==> src/rtl/cpu_debug_master.sv <==
// Debug-port initiator for the pipelined CPU: block load/dump of instruction memory,
// data memory and register file, plus run/step/halt control through a clock enable.
module cpu_debug_master #(
    parameter int ADDR_W = 8,
    parameter int DATA_W = 32,
    parameter int RF_AW  = 5,
    parameter int CNT_W  = 32
) (
    input  logic              clk,
    input  logic              rst,
    input  logic              cmd_valid,
    output logic              cmd_ready,
    input  logic [2:0]        cmd_op,
    input  logic [ADDR_W-1:0] cmd_addr,
    input  logic [8:0]        cmd_len,
    input  logic              wdata_valid,
    output logic              wdata_ready,
    input  logic [DATA_W-1:0] wdata,
    output logic              rdata_valid,
    input  logic              rdata_ready,
    output logic [DATA_W-1:0] rdata,
    output logic              inst_we,
    output logic              data_we,
    output logic [ADDR_W-1:0] inst_addr,
    output logic [ADDR_W-1:0] data_addr,
    output logic [DATA_W-1:0] inst_in,
    output logic [DATA_W-1:0] data_in,
    output logic              rf_dcp_rd,
    output logic [RF_AW-1:0]  rf_addr,
    input  logic [DATA_W-1:0] inst_out,
    input  logic [DATA_W-1:0] data_out,
    input  logic [DATA_W-1:0] rf_out,
    input  logic              cpu_stop,
    output logic              cpu_clk_en,
    output logic              busy,
    output logic [CNT_W-1:0]  cycles,
    output logic              err
);

    typedef enum logic [2:0] {
        S_IDLE, S_WR, S_RD_ADDR, S_RD_CAP, S_RD_OUT, S_RUN, S_STEP
    } state_e;

    typedef enum logic [2:0] {
        OP_WR_INST = 3'd0, OP_WR_DATA = 3'd1, OP_RD_INST = 3'd2, OP_RD_DATA = 3'd3,
        OP_RD_RF   = 3'd4, OP_RUN     = 3'd5, OP_STEP    = 3'd6, OP_HALT    = 3'd7
    } op_e;

    state_e              state_q, state_d;
    op_e                 op_q, op_d;
    logic [ADDR_W-1:0]   addr_q, addr_d;
    logic [8:0]          len_q, len_d;
    logic                cmd_ready_q, cmd_ready_d;
    logic                wdata_ready_q, wdata_ready_d;
    logic                rdata_valid_q, rdata_valid_d;
    logic [DATA_W-1:0]   rdata_q, rdata_d;
    logic                inst_we_q, inst_we_d;
    logic                data_we_q, data_we_d;
    logic [ADDR_W-1:0]   inst_addr_q, inst_addr_d;
    logic [ADDR_W-1:0]   data_addr_q, data_addr_d;
    logic [DATA_W-1:0]   inst_in_q, inst_in_d;
    logic [DATA_W-1:0]   data_in_q, data_in_d;
    logic                rf_dcp_rd_q, rf_dcp_rd_d;
    logic [RF_AW-1:0]    rf_addr_q, rf_addr_d;
    logic                cpu_clk_en_q, cpu_clk_en_d;
    logic                busy_q, busy_d;
    logic [CNT_W-1:0]    cycles_q, cycles_d;
    logic                err_q, err_d;
    logic                load_rd;

    logic cmd_acc, wr_acc, rd_acc;
    assign cmd_acc = cmd_valid & cmd_ready_q;
    assign wr_acc  = wdata_valid & wdata_ready_q;
    assign rd_acc  = rdata_valid_q & rdata_ready;

    always_comb begin
        state_d     = state_q;
        op_d        = op_q;
        addr_d      = addr_q;
        len_d       = len_q;
        rdata_d     = rdata_q;
        inst_addr_d = inst_addr_q;
        data_addr_d = data_addr_q;
        rf_addr_d   = rf_addr_q;
        inst_in_d   = inst_in_q;
        data_in_d   = data_in_q;
        inst_we_d   = 1'b0;
        data_we_d   = 1'b0;
        err_d       = 1'b0;
        load_rd     = 1'b0;

        case (state_q)
            S_IDLE: begin
                if (cmd_acc) begin
                    op_d   = op_e'(cmd_op);
                    addr_d = cmd_addr;
                    len_d  = cmd_len;
                    case (op_e'(cmd_op))
                        OP_WR_INST, OP_WR_DATA: if (cmd_len != '0) state_d = S_WR;
                        OP_RD_INST, OP_RD_DATA, OP_RD_RF: begin
                            if (cmd_len != '0) begin
                                state_d = S_RD_ADDR;
                                load_rd = 1'b1;
                            end
                        end
                        // A CPU already stopped gets no enabled cycles at all.
                        OP_RUN:  if (!cpu_stop) state_d = S_RUN;
                        OP_STEP: state_d = S_STEP;
                        default: err_d = 1'b1;
                    endcase
                end
            end
            S_WR: begin
                if (wr_acc) begin
                    if (op_q == OP_WR_INST) begin
                        inst_we_d   = 1'b1;
                        inst_addr_d = addr_q;
                        inst_in_d   = wdata;
                    end else begin
                        data_we_d   = 1'b1;
                        data_addr_d = addr_q;
                        data_in_d   = wdata;
                    end
                    addr_d = addr_q + ADDR_W'(1);
                    len_d  = len_q - 9'd1;
                    if (len_q == 9'd1) state_d = S_IDLE;
                end
            end
            S_RD_ADDR: state_d = S_RD_CAP;
            S_RD_CAP: begin
                case (op_q)
                    OP_RD_INST: rdata_d = inst_out;
                    OP_RD_DATA: rdata_d = data_out;
                    default:    rdata_d = rf_out;
                endcase
                state_d = S_RD_OUT;
            end
            S_RD_OUT: begin
                if (rd_acc) begin
                    addr_d = addr_q + ADDR_W'(1);
                    len_d  = len_q - 9'd1;
                    if (len_q == 9'd1) begin
                        state_d = S_IDLE;
                    end else begin
                        state_d = S_RD_ADDR;
                        load_rd = 1'b1;
                    end
                end
            end
            S_RUN: begin
                if (cmd_acc) begin
                    if (op_e'(cmd_op) == OP_HALT) state_d = S_IDLE;
                    else                          err_d   = 1'b1;
                end
                if (cpu_stop) state_d = S_IDLE;
            end
            S_STEP:  state_d = S_IDLE;
            default: state_d = S_IDLE;
        endcase

        // Read addresses are registered on entry to RD_ADDR so they are stable through RD_CAP.
        if (load_rd) begin
            case (op_d)
                OP_RD_INST: inst_addr_d = addr_d;
                OP_RD_DATA: data_addr_d = addr_d;
                default:    rf_addr_d   = addr_d[RF_AW-1:0];
            endcase
        end

        cmd_ready_d   = (state_d == S_IDLE) || (state_d == S_RUN);
        wdata_ready_d = (state_d == S_WR);
        rdata_valid_d = (state_d == S_RD_OUT);
        rf_dcp_rd_d   = ((state_d == S_RD_ADDR) || (state_d == S_RD_CAP) ||
                         (state_d == S_RD_OUT)) && (op_d == OP_RD_RF);
        cpu_clk_en_d  = (state_d == S_RUN) || (state_d == S_STEP);
        busy_d        = (state_d != S_IDLE);
        cycles_d      = cycles_q + CNT_W'(cpu_clk_en_q);
    end

    always_ff @(posedge clk or posedge rst) begin
        if (rst) begin
            state_q       <= S_IDLE;
            op_q          <= OP_WR_INST;
            addr_q        <= '0;
            len_q         <= '0;
            cmd_ready_q   <= 1'b1;
            wdata_ready_q <= 1'b0;
            rdata_valid_q <= 1'b0;
            rdata_q       <= '0;
            inst_we_q     <= 1'b0;
            data_we_q     <= 1'b0;
            inst_addr_q   <= '0;
            data_addr_q   <= '0;
            inst_in_q     <= '0;
            data_in_q     <= '0;
            rf_dcp_rd_q   <= 1'b0;
            rf_addr_q     <= '0;
            cpu_clk_en_q  <= 1'b0;
            busy_q        <= 1'b0;
            cycles_q      <= '0;
            err_q         <= 1'b0;
        end else begin
            state_q       <= state_d;
            op_q          <= op_d;
            addr_q        <= addr_d;
            len_q         <= len_d;
            cmd_ready_q   <= cmd_ready_d;
            wdata_ready_q <= wdata_ready_d;
            rdata_valid_q <= rdata_valid_d;
            rdata_q       <= rdata_d;
            inst_we_q     <= inst_we_d;
            data_we_q     <= data_we_d;
            inst_addr_q   <= inst_addr_d;
            data_addr_q   <= data_addr_d;
            inst_in_q     <= inst_in_d;
            data_in_q     <= data_in_d;
            rf_dcp_rd_q   <= rf_dcp_rd_d;
            rf_addr_q     <= rf_addr_d;
            cpu_clk_en_q  <= cpu_clk_en_d;
            busy_q        <= busy_d;
            cycles_q      <= cycles_d;
            err_q         <= err_d;
        end
    end

    assign cmd_ready   = cmd_ready_q;
    assign wdata_ready = wdata_ready_q;
    assign rdata_valid = rdata_valid_q;
    assign rdata       = rdata_q;
    assign inst_we     = inst_we_q;
    assign data_we     = data_we_q;
    assign inst_addr   = inst_addr_q;
    assign data_addr   = data_addr_q;
    assign inst_in     = inst_in_q;
    assign data_in     = data_in_q;
    assign rf_dcp_rd   = rf_dcp_rd_q;
    assign rf_addr     = rf_addr_q;
    assign cpu_clk_en  = cpu_clk_en_q;
    assign busy        = busy_q;
    assign cycles      = cycles_q;
    assign err         = err_q;

endmodule
==> config.mk <==
export PLATFORM = sky130hd
export DESIGN_NAME = cpu_debug_master
export DESIGN_NICKNAME = d
export VERILOG_FILES = /design/src/rtl/cpu_debug_master.sv
export SDC_FILE = /design/constraint.sdc
export NUM_CORES = 1
export LEC_CHECK = 0
export CORE_MARGIN = 4
export CORE_UTILIZATION = 40
export DETAILED_ROUTE_END_ITERATION = 10
export GPL_ROUTABILITY_DRIVEN = 0
export GPL_TIMING_DRIVEN = 0
export PLACE_DENSITY_LB_ADDON = 0.2
export SLEW_MARGIN = 20
export SYNTH_ARGS = -nofsm -noshare
export SYNTH_HDL_FRONTEND = slang
export SYNTH_SLANG_ARGS = --single-unit
==> constraint.sdc <==
create_clock -name clk -period 5.6 [get_ports clk]
set_input_delay 1.12 -clock clk [delete_from_list [all_inputs] [get_ports clk]]
set_output_delay 1.12 -clock clk [all_outputs]
set_load 0.01 [all_outputs]
==> results of run 1 <==
==> registers in the layout, indices dropped and copies added (netlist names) <==
register     flops
inst_addr        8
op_q             3
rf_dcp_rd        1
cmd_ready        1
busy             1
inst_we          1
rf_addr          5
data_addr        8
err              1
rdata_valid      1
data_we          1
cycles          32
cpu_clk_en       1
wdata_ready      1
inst_in         32
state_q          3
rdata           32
data_in         32
len_q            9
addr_q           8
==> stage by stage <==
stage,util [%],cells,setup slack (ns)
after floorplan,-,750,2.16
after global placement,57.8,1330,0.609
after detailed placement,58.4,1336,2.06
after CTS,61.3,1368,2.50
after global routing,61.3,1368,2.26
final,61.3,1368,2.49
==> area by class of cell <==
type | instances | area (sq um) | share of cell area, %
clock inverter | 14 | 163 | 1.30
buffer | 39 | 163 | 1.30
inverter | 19 | 75.1 | 0.601
tap | 270 | 338 | 2.70
clock buffer | 18 | 439 | 3.52
multi-input combinational | 511 | 3560 | 28.5
timing repair buffer | 316 | 3220 | 25.8
sequential | 181 | 4530 | 36.3
==> power by group through the flow <==
stage | sequential [mW] | combinational [mW] | clock, mW
after floorplan | 2.35 | 1.22 | 0
after global placement | 2.17 | 2.77 | 0
after detailed placement | 2.19 | 2.81 | 0
after CTS | 2.17 | 2.82 | 1.23
after global routing | 2.24 | 3.04 | 1.29
final | 2.17 | 2.78 | 1.21
==> path summary, 6_finish.rpt <==
kind,cells past startpoint,start,slack (ns),end
worst min-delay path,2,rdata[10]$_DFFE_PP0N_,0.48,rdata[10]$_DFFE_PP0N_
worst max-delay path,6,cmd_valid,2.49,rf_dcp_rd$_DFF_PP0_
min in group asynchronous,2,rst,1.03,data_in[11]$_DFFE_PP0P_
max in group asynchronous,4,rst,3.81,cmd_ready$_DFF_PP1_
worst max register to register,5,cmd_ready$_DFF_PP1_,3.12,rf_dcp_rd$_DFF_PP0_
worst min register to register,2,rdata[10]$_DFFE_PP0N_,0.48,rdata[10]$_DFFE_PP0N_
==> synth_stat cells (6+ instances only) <==
| master | n | area (sq um) |
|---|---|---|
| nor3_1 | 9 | 45.0 |
| mux2_2 | 72 | 811 |
| or3_1 | 6 | 37.5 |
| xor2_1 | 9 | 78.8 |
| nor2_1 | 62 | 233 |
| o21ai_0 | 51 | 255 |
| a21oi_1 | 46 | 230 |
| inv_1 | 16 | 60.1 |
| dfrtp_1 | 180 | 4500 |
| nand3_1 | 23 | 115 |
| a31oi_1 | 7 | 43.8 |
| mux2i_1 | 65 | 651 |
| xnor2_1 | 23 | 201 |
| and3_1 | 7 | 43.8 |
| buf_2 | 13 | 65.1 |
| nand2_1 | 57 | 214 |
| nand4_1 | 7 | 43.8 |
| clkbuf_1 | 24 | 90.1 |
| nand2b_1 | 8 | 50.1 |
==> cell families (layout without fill, tap and decap cells) <==
| kind of cell | count (synthesis) | count (layout) | synth area share [%] |
|---|---|---|---|
| buf+inv | 58 | 406 | 2.81 |
| compound gates | 127 | 127 | 8.73 |
| simple gates | 210 | 210 | 12.4 |
| fa+ha+maj | 5 | 5 | 0.751 |
| flops | 181 | 181 | 54.4 |
| mux | 137 | 137 | 17.6 |
| xor+xnor | 32 | 32 | 3.37 |
==> layer usage <==
| metal | wire length [um] | track usage [%] | part of all wire [%] |
|---|---|---|---|
| met1 | 9860 | 25.2 | 43 |
| met2 | 11500 | 33.7 | 50 |
| met3 | 1370 | 5.00 | 5.9 |
| met4 | 440 | 4.79 | 1.9 |
| met5 | 0 | 0 | 0 |
==> worst reg2reg max path, cell delays in order (launching register included) <==
cell and delay, ns:
dfstp_2 0.56, nand2_1 0.15, nor4_4 0.40, clkbuf_1 0.53
mux2_2 0.42, nor4b_1 0.29
==> results.py, run 1 <==
metrics = {
    "sta": {
        "period_needed_ns": 3.11,
        "hold_viol": 0,
        "fmax_mhz": 322,
        "fin_tns_setup_ns": 0,
        "slew_viol_final": 0,
        "rsz0062_at_grt": "false",
        "skew_ns": 0.0133,
        "period_share_pct": 55.5,
        "tightest_slew_ns": 0.959,
        "hold_slack_ns": 0.483,
        "slew_headroom_pct": 35.5,
        "setup_viol": 0,
    },
    "grt": {
        "overflow": 0,
        "antenna_found_initial": 0,
        "grt_use_total_pct": 19.7,
        "grt_max_degree": 34,
        "grt_pass1_wl_um": 37300,
        "grt_pass1_vias": 6917,
    },
    "power_and_ir_drop": {
        "p_sw_share_pct": 35.3,
        "p_int_mw": 3.98,
        "combPwrFrac_pct": 45.1,
        "clkPwrFrac_pct": 19.6,
        "peakVddDrop_mv": 0.304,
        "p_per_area_nw_per_um2": 492,
        "finalPower_mw": 6.15,
        "p_seq_share_pct": 35.2,
        "p_leak_nw": 5.27,
        "power.switching_mw": 2.17,
    },
    "route": {
        "routed-via-count": 6879,
        "post_drt_wl_per_cell_um": 16.9,
        "drtAntennaViolNets": 0,
        "first_pass_iters": 5,
        "drt_iter0_drc": 296,
        "drc": 0,
        "wl_um": 23200,
        "via_per_inst": 5.03,
    },
    "floorplanning": {
        "num_io_pins": 312,
        "design.core.area_sq_um": 20400,
        "die_w_um": 152,
        "std_cell_rows": 52,
        "start_util_pct": 40.9,
        "fp.dieH_um": 152,
        "die_area_sq_um": 23200,
    },
    "layout": {
        "nets": 1244,
        "num_antenna_cells": 0,
        "nFillCells": 1762,
        "final_common_cell": "clkdlybuf4s50_1",
        "final_cell_mix": "clkdlybuf4s50_1, dfrtp_1, mux2_2, mux2i_1, nor2_1",
        "fin_area_sq_um": 12500,
        "drive_gt1_share_pct": 12.8,
        "area_growth_pct": 50.0,
    },
    "yosys": {
        "synth_cell_type_count": 52,
        "synth-seq-area-share_pct": 54.4,
        "synth_warnings": 0,
        "async_reset_ff_share_pct": 100,
        "syn_area_per_cell_sq_um": 11.1,
        "synth_edf_count": 0,
        "postSynthNetCount": 909,
        "ys.flop_type": "dfrtp_1",
        "netlist_area_sq_um": 8330,
        "syn-instance-count": 750,
        "ys_seq_elements": 181,
    },
    "clock_network": {
        "h-tree-depth": 4,
        "cts_sinks": 181,
        "clkTransAtPathRegs_ns": 0.07,
        "cts_hold_buffers": 0,
        "cts_resized": 0,
        "postCtsSetupRepairBufs": 0,
        "clockBufferDepth": 2,
        "cts_tree": "built",
        "cts_buffers": 17,
        "cts_root_buf": "clkbuf_16",
        "clock_latency_ns": 0.42,
    },
    "run": {
        "cap_violations": 0,
    },
    "place": {
        "dp_hpwl_um": 18100,
        "io_buffers": 310,
        "place_area_sq_um": 11900,
    },
    "setup_path": {
        "worst_ep_arrival_time_ns": 3.40,
        "critical-path-top-delay-family": "buffers and inverters",
        "critPathKind": "in2reg",
        "cp-start-kind": "primary input",
        "crit_chain": "clkdlybuf4s50_1, nand2_1, nor4_4, clkbuf_1, mux2_2, nor4b_1",
        "cpPeakStageDelay_ns": 0.53,
        "cp-end-kind": "register",
        "worstPathMaxFanout": 10,
        "cp_slowest_cell": "clkbuf_1",
        "path_buf_inv": 2,
        "required_ns": 5.89,
    },
    "status": {
        "status": "complete, no violations",
    },
    "worst_hold_path": {
        "hold_path.class": "reg2reg",
    },
}
Note: power is estimated with default switching activity, not from simulation.
==> run 2, diff against run 1 <==
CORE_UTILIZATION = 45   (was 40)
clock period = 3.1 ns   (was 5.6 ns; I/O delays follow)
==> run 2 against run 1 <==
  * Cell area down 0.18%
  * Sequential cell count unchanged
  * Final cell count down 3.0%
==> results.py, run 2 (same netlist as run 1, synthesis figures left out) <==
metrics = {
    "worst_hold_path": {
        "whs_path_depth": 2,
        "hold_path.class": "reg2reg",
        "min_from": "rdata[13]$_DFFE_PP0N_",
        "min_to": "rdata[13]$_DFFE_PP0N_",
    },
    "grt": {
        "grt_use_met3_pct": 5.42,
        "grt_use_met2_pct": 38.5,
        "grt_pass1_vias": 6807,
        "overflow": 0,
        "antenna_found_initial": 0,
        "top_usage_layer": "met2",
        "grt_max_degree": 34,
        "grt_pass1_wl_um": 35400,
        "groute.layer.met1.usage_pct": 26.7,
        "grt_use_total_pct": 21.8,
    },
    "floorplanning": {
        "design.core.area_sq_um": 18100,
        "die_area_sq_um": 20700,
        "start_util_pct": 46.0,
        "die_w_um": 144,
        "std_cell_rows": 49,
        "num_io_pins": 312,
        "fp.dieH_um": 144,
    },
    "setup_path": {
        "critPathKind": "in2reg",
        "r2r-start": "cmd_ready$_DFF_PP1_",
        "timing.rr.end": "wdata_ready$_DFF_PP0_",
        "worst_ep_arrival_time_ns": 2.87,
        "r2r_cells": 5,
        "required_ns": 3.39,
        "cp-end-kind": "register",
        "cp-start-kind": "primary input",
        "worstPathMaxFanout": 8,
        "rrSetupSlack_ns": 0.70,
    },
    "place": {
        "io_buffers": 310,
        "place_area_sq_um": 11900,
        "dp_hpwl_um": 18300,
    },
    "clock_network": {
        "clockBufferDepth": 2,
        "cts_buffers": 17,
        "cts_hold_buffers": 0,
        "clkTransAtPathRegs_ns": 0.07,
        "cts_tree": "built",
        "postCtsSetupRepairBufs": 0,
        "cts_resized": 0,
        "clock_latency_ns": 0.43,
        "cts_root_buf": "clkbuf_16",
        "cts_sinks": 181,
        "h-tree-depth": 4,
    },
    "layout": {
        "drive_gt1_share_pct": 12.7,
        "final_core_util_pct": 69.0,
        "final_cell_mix": "clkdlybuf4s50_1, dfrtp_1, mux2_2, mux2i_1, nor2_1",
        "nFillCells": 1433,
        "num_antenna_cells": 0,
        "nets": 1244,
        "seqCellArea_sq_um": 4530,
        "final_common_cell": "clkdlybuf4s50_1",
        "area_growth_pct": 49.8,
        "multiInputGateArea_sq_um": 3560,
        "fin_area_sq_um": 12500,
    },
    "route": {
        "first_pass_iters": 4,
        "drt_iter0_drc": 245,
        "post_drt_wl_per_cell_um": 17.5,
        "drc": 0,
        "routed-via-count": 6911,
        "via_per_inst": 5.21,
        "wl_um": 23200,
        "drtAntennaViolNets": 0,
    },
    "sta": {
        "slew_headroom_pct": 47.5,
        "setup_viol": 0,
        "skew_ns": 0.0198,
        "period_needed_ns": 2.57,
        "period_share_pct": 83.0,
        "fmax_mhz": 389,
        "tightest_slew_ns": 0.781,
        "hold_viol": 0,
        "rsz0062_at_grt": "false",
        "slew_viol_final": 0,
    },
    "power_and_ir_drop": {
        "p_leak_nw": 5.29,
        "finalPower_mw": 11.2,
        "peakVddDrop_mv": 0.441,
        "p_per_area_nw_per_um2": 898,
    },
    "status": {
        "status": "complete, no violations",
    },
    "run": {
        "cap_violations": 0,
    },
}
[run 2: changes by cell type in the layout (fill, tap and decap cells not counted), moves of 2 or more]
| cell | change |
|---|---|
| inv_6 | +2 |
| buf_16 | +2 |
| inv_8 | -3 |
| buf_12 | -2 |
| clkinvlp_4 | -2 |
[run 2: power by group]
| group | switching, mW | internal (mW) |
|---|---|---|
| logic | 2.35 | 2.71 |
| clock network | 1.00 | 1.23 |
| registers | 0.593 | 3.31 |
| total | 3.94 | 7.25 |
[run 2: metrics by stage]
step	cells	TNS, ns	hold slack [ns]	worst slack (ns)
floorplan	750	0	0.465	0.158
global placement	1289	-227.17	0.461	-1.27
detailed placement	1295	0	0.469	0.0975
CTS	1327	0	0.484	0.527
global route	1327	0	0.504	0.304
finish	1327	0	0.480	0.526
[run 2: metal layers]
metal,vias to the layer above,share of wire [%]
met1,3352,40
li1,3306,-
met2,229,52
met4,0,1.2
met3,24,6.9
met5,-,0
[run 2: area by class of cell]
cell class / instances / share of cell area [%]
repair buffers: 316 / 26.0
well taps: 229 / 2.30
plain buffers: 39 / 1.30
clock buffers: 18 / 3.44
multi-input cells: 511 / 28.6
flip-flops and latches: 181 / 36.3
clock inverters: 14 / 1.49
inverters: 19 / 0.602
[run 2: how the worst max path moves through the flow]
stage | endpoint | from | slack, ns | cells past startpoint
2_1_floorplan | addr_q[0]$_DFF_PP0_ | rst | 0.16 | 1
3_3_place_gp | rdata[17]$_DFFE_PP0N_ | rst | -1.27 | 2
3_5_place_dp | data_addr[6]$_DFF_PP0_ | cmd_len[4] | 0.1 | 8
4_1_cts | data_addr[1]$_DFF_PP0_ | cmd_len[4] | 0.53 | 8
5_1_grt | data_addr[6]$_DFF_PP0_ | cmd_len[4] | 0.30 | 8
6_report | data_addr[1]$_DFF_PP0_ | cmd_len[4] | 0.53 | 8
[run 2: critical path, cell delays in order]
cell and delay (ns):
clkdlybuf4s50_1 0.43, nor4_1 0.62, nand3_1 0.20, and3_1 0.22
o21ai_0 0.30, nor2b_1 0.09, buf_2 0.22, mux2i_1 0.16
==> RTL change: new RTL, settings of run 2 <==
Reset style: synchronous (`rst`), changed in one clocked block.
--- a/src/rtl/cpu_debug_master.sv
+++ b/src/rtl/cpu_debug_master.sv
@@ -177,7 +177,7 @@
         cycles_d      = cycles_q + CNT_W'(cpu_clk_en_q);
     end
 
-    always_ff @(posedge clk or posedge rst) begin
+    always_ff @(posedge clk) begin
         if (rst) begin
             state_q       <= S_IDLE;
             op_q          <= OP_WR_INST;
Formal check against the unedited RTL: differs if rst is asserted again (counterexample within 4 cycles, from zero or initial values and one cycle with rst high); with rst held inactive, the same outputs for 4 cycles.
==> RTL change against run 2 <==
- worst setup slack got worse by 0.13 ns
- cell count increased by 18%
- area after synthesis decreased by 1.8%
- cell area decreased by 2.7%
- sequential cell count unchanged
- routed wire length increased by 20%
Power is not compared: it rests on default switching activity, and its combinational part moved more than twofold at a synthesized area within 25%.
==> RTL change: results (changes against run 2) <==
Run status
  • Status: completed (unchanged)

Finish
  • Layout filler cell count: 1,477 (was 1,433)
  • Layout cells sized above 1: 5.68% (was 12.7%)
  • NumNets Final: 1,486 (was 1,244)

STA
  • Worst Clk Skew: 0.0174 ns (was 0.0198 ns)
  • Transition time of the tightest slew-check pin: 0.894 ns (was 0.781 ns)
  • Worst hold slack: 0.455 ns (was 0.480 ns)

Synthesis
  • Top FF cell, synth: dfxtp_1 (was dfrtp_1)
  • Post-synth top cells: dfxtp_1 (181), nand2_1 (165), a21oi_1 (139) (was dfrtp_1 (180), mux2_2 (72), mux2i_1 (65))
  • Netlist cell types: 63 (was 52)
  • Async set or reset register ratio after synthesis: 0% (was 100%)
  • Area contributors post-synth: dfxtp_1 (44%), a21oi_1 (8.5%), nand2_1 (7.6%) (was dfrtp_1 (54%), mux2_2 (9.7%), mux2i_1 (7.8%))
  • Post-Syn Nets: 1,157 (was 909)

Route
  • Pre-antenna DRT Iters: 5 (was 4)
  • Routed WL per cell: 17.7 um (was 17.5 um)
  • Drt first-iter violations: 564 (was 245)
  • Via count: 8,615 (was 6,911)

Critical path
  • Worst path max stage delay: 0.78 ns (was 0.62 ns)
  • Reg2reg path depth: 7 (was 5)
  • Critical path peak fanout: 9 (was 8)
  • Critical path buffer and inverter count: 1 (was 2)
  • CP arrival: 3.02 ns (was 2.87 ns)
  • Worst R2R Setup Slack: 0.65 ns (was 0.70 ns)
  • Worst r2r src: state_q[1] (was cmd_ready)
  • Slowest CP cell: a22oi_1 (was nor4_1)
  • RR Endpoint: inst_in[26] (was wdata_ready)

Placement
  • Pre-CTS setup slack: 0.0373 ns (was 0.0975 ns)
  • Detailed Place HPWL: 21,400 um (was 18,300 um)
  • Placed inst area: 0.0116 sq mm (was 0.0119 sq mm)

GRT
  • Vias in the first global route: 8,347 (was 6,807)
  • Largest net degree at the start of global routing: 19 (was 34)
  • Initial antenna violation count: 3 (was 0)
  • Tot GR Track Use: 26.6% (was 21.8%)

Hold path
  • Hold endpoint: data_in[29] (was rdata[13])
[RTL change: cell count changes after synthesis, sizes merged, moves of 32 or more]
cell	run 2	this run
dfxtp	0	181
dfrtp	180	0
nand2	57	166
a21oi	46	139
nor2	63	124
mux2	72	14
a211oi	5	52
o21ai	51	15
mux2i	65	33
[RTL change: how the worst max path moves through the flow]
stage | slack [ns] | startpoint | endpoint
after floorplan | 0.98 | cmd_len[3] | data_addr[4]
after global routing | 0.20 | cmd_valid | inst_addr[4]
final | 0.40 | cmd_len[3] | data_addr[4]
after detailed placement | 0.04 | cmd_len[3] | data_addr[4]
after CTS | 0.48 | cmd_len[3] | data_addr[4]
after global placement | 0.12 | cmd_len[3] | data_addr[7]
[RTL change: final cells by class]
class / instances / area, sq um / area share, %
Multi-Input combinational cell: 733 / 4210 / 34.7
Sequential cell: 181 / 3620 / 29.9
Timing Repair Buffer: 310 / 3100 / 25.6
Clock buffer: 17 / 425 / 3.50
Buffer: 71 / 292 / 2.40
Tap cell: 229 / 287 / 2.36
Clock inverter: 14 / 141 / 1.16
Inverter: 13 / 48.8 / 0.402
Antenna cell: 3 / 7.51 / 0.0618
[RTL change: per-layer routing]
metal	global-route usage [%]	routed length, um
met1	32.0	11100
met2	46.8	14000
met3	6.30	2100
met4	8.80	669
met5	0	0
[RTL change: power groups by stage]
stage	clock (mW)	sequential (mW)	combinational [mW]
floorplan	0	2.61	0.847
detailed placement	0	2.61	1.44
global placement	0	2.60	1.41
CTS	2.09	2.56	1.45
finish	2.07	2.56	1.46
global route	2.18	2.58	1.60
[RTL change: cells by family after synthesis]
group	synth area share, %
mux	5.97
fa+ha+maj	0.765
xor+xnor	2.68
compound gates	19.9
buf+inv	4.16
flops	44.3
simple gates	22.2
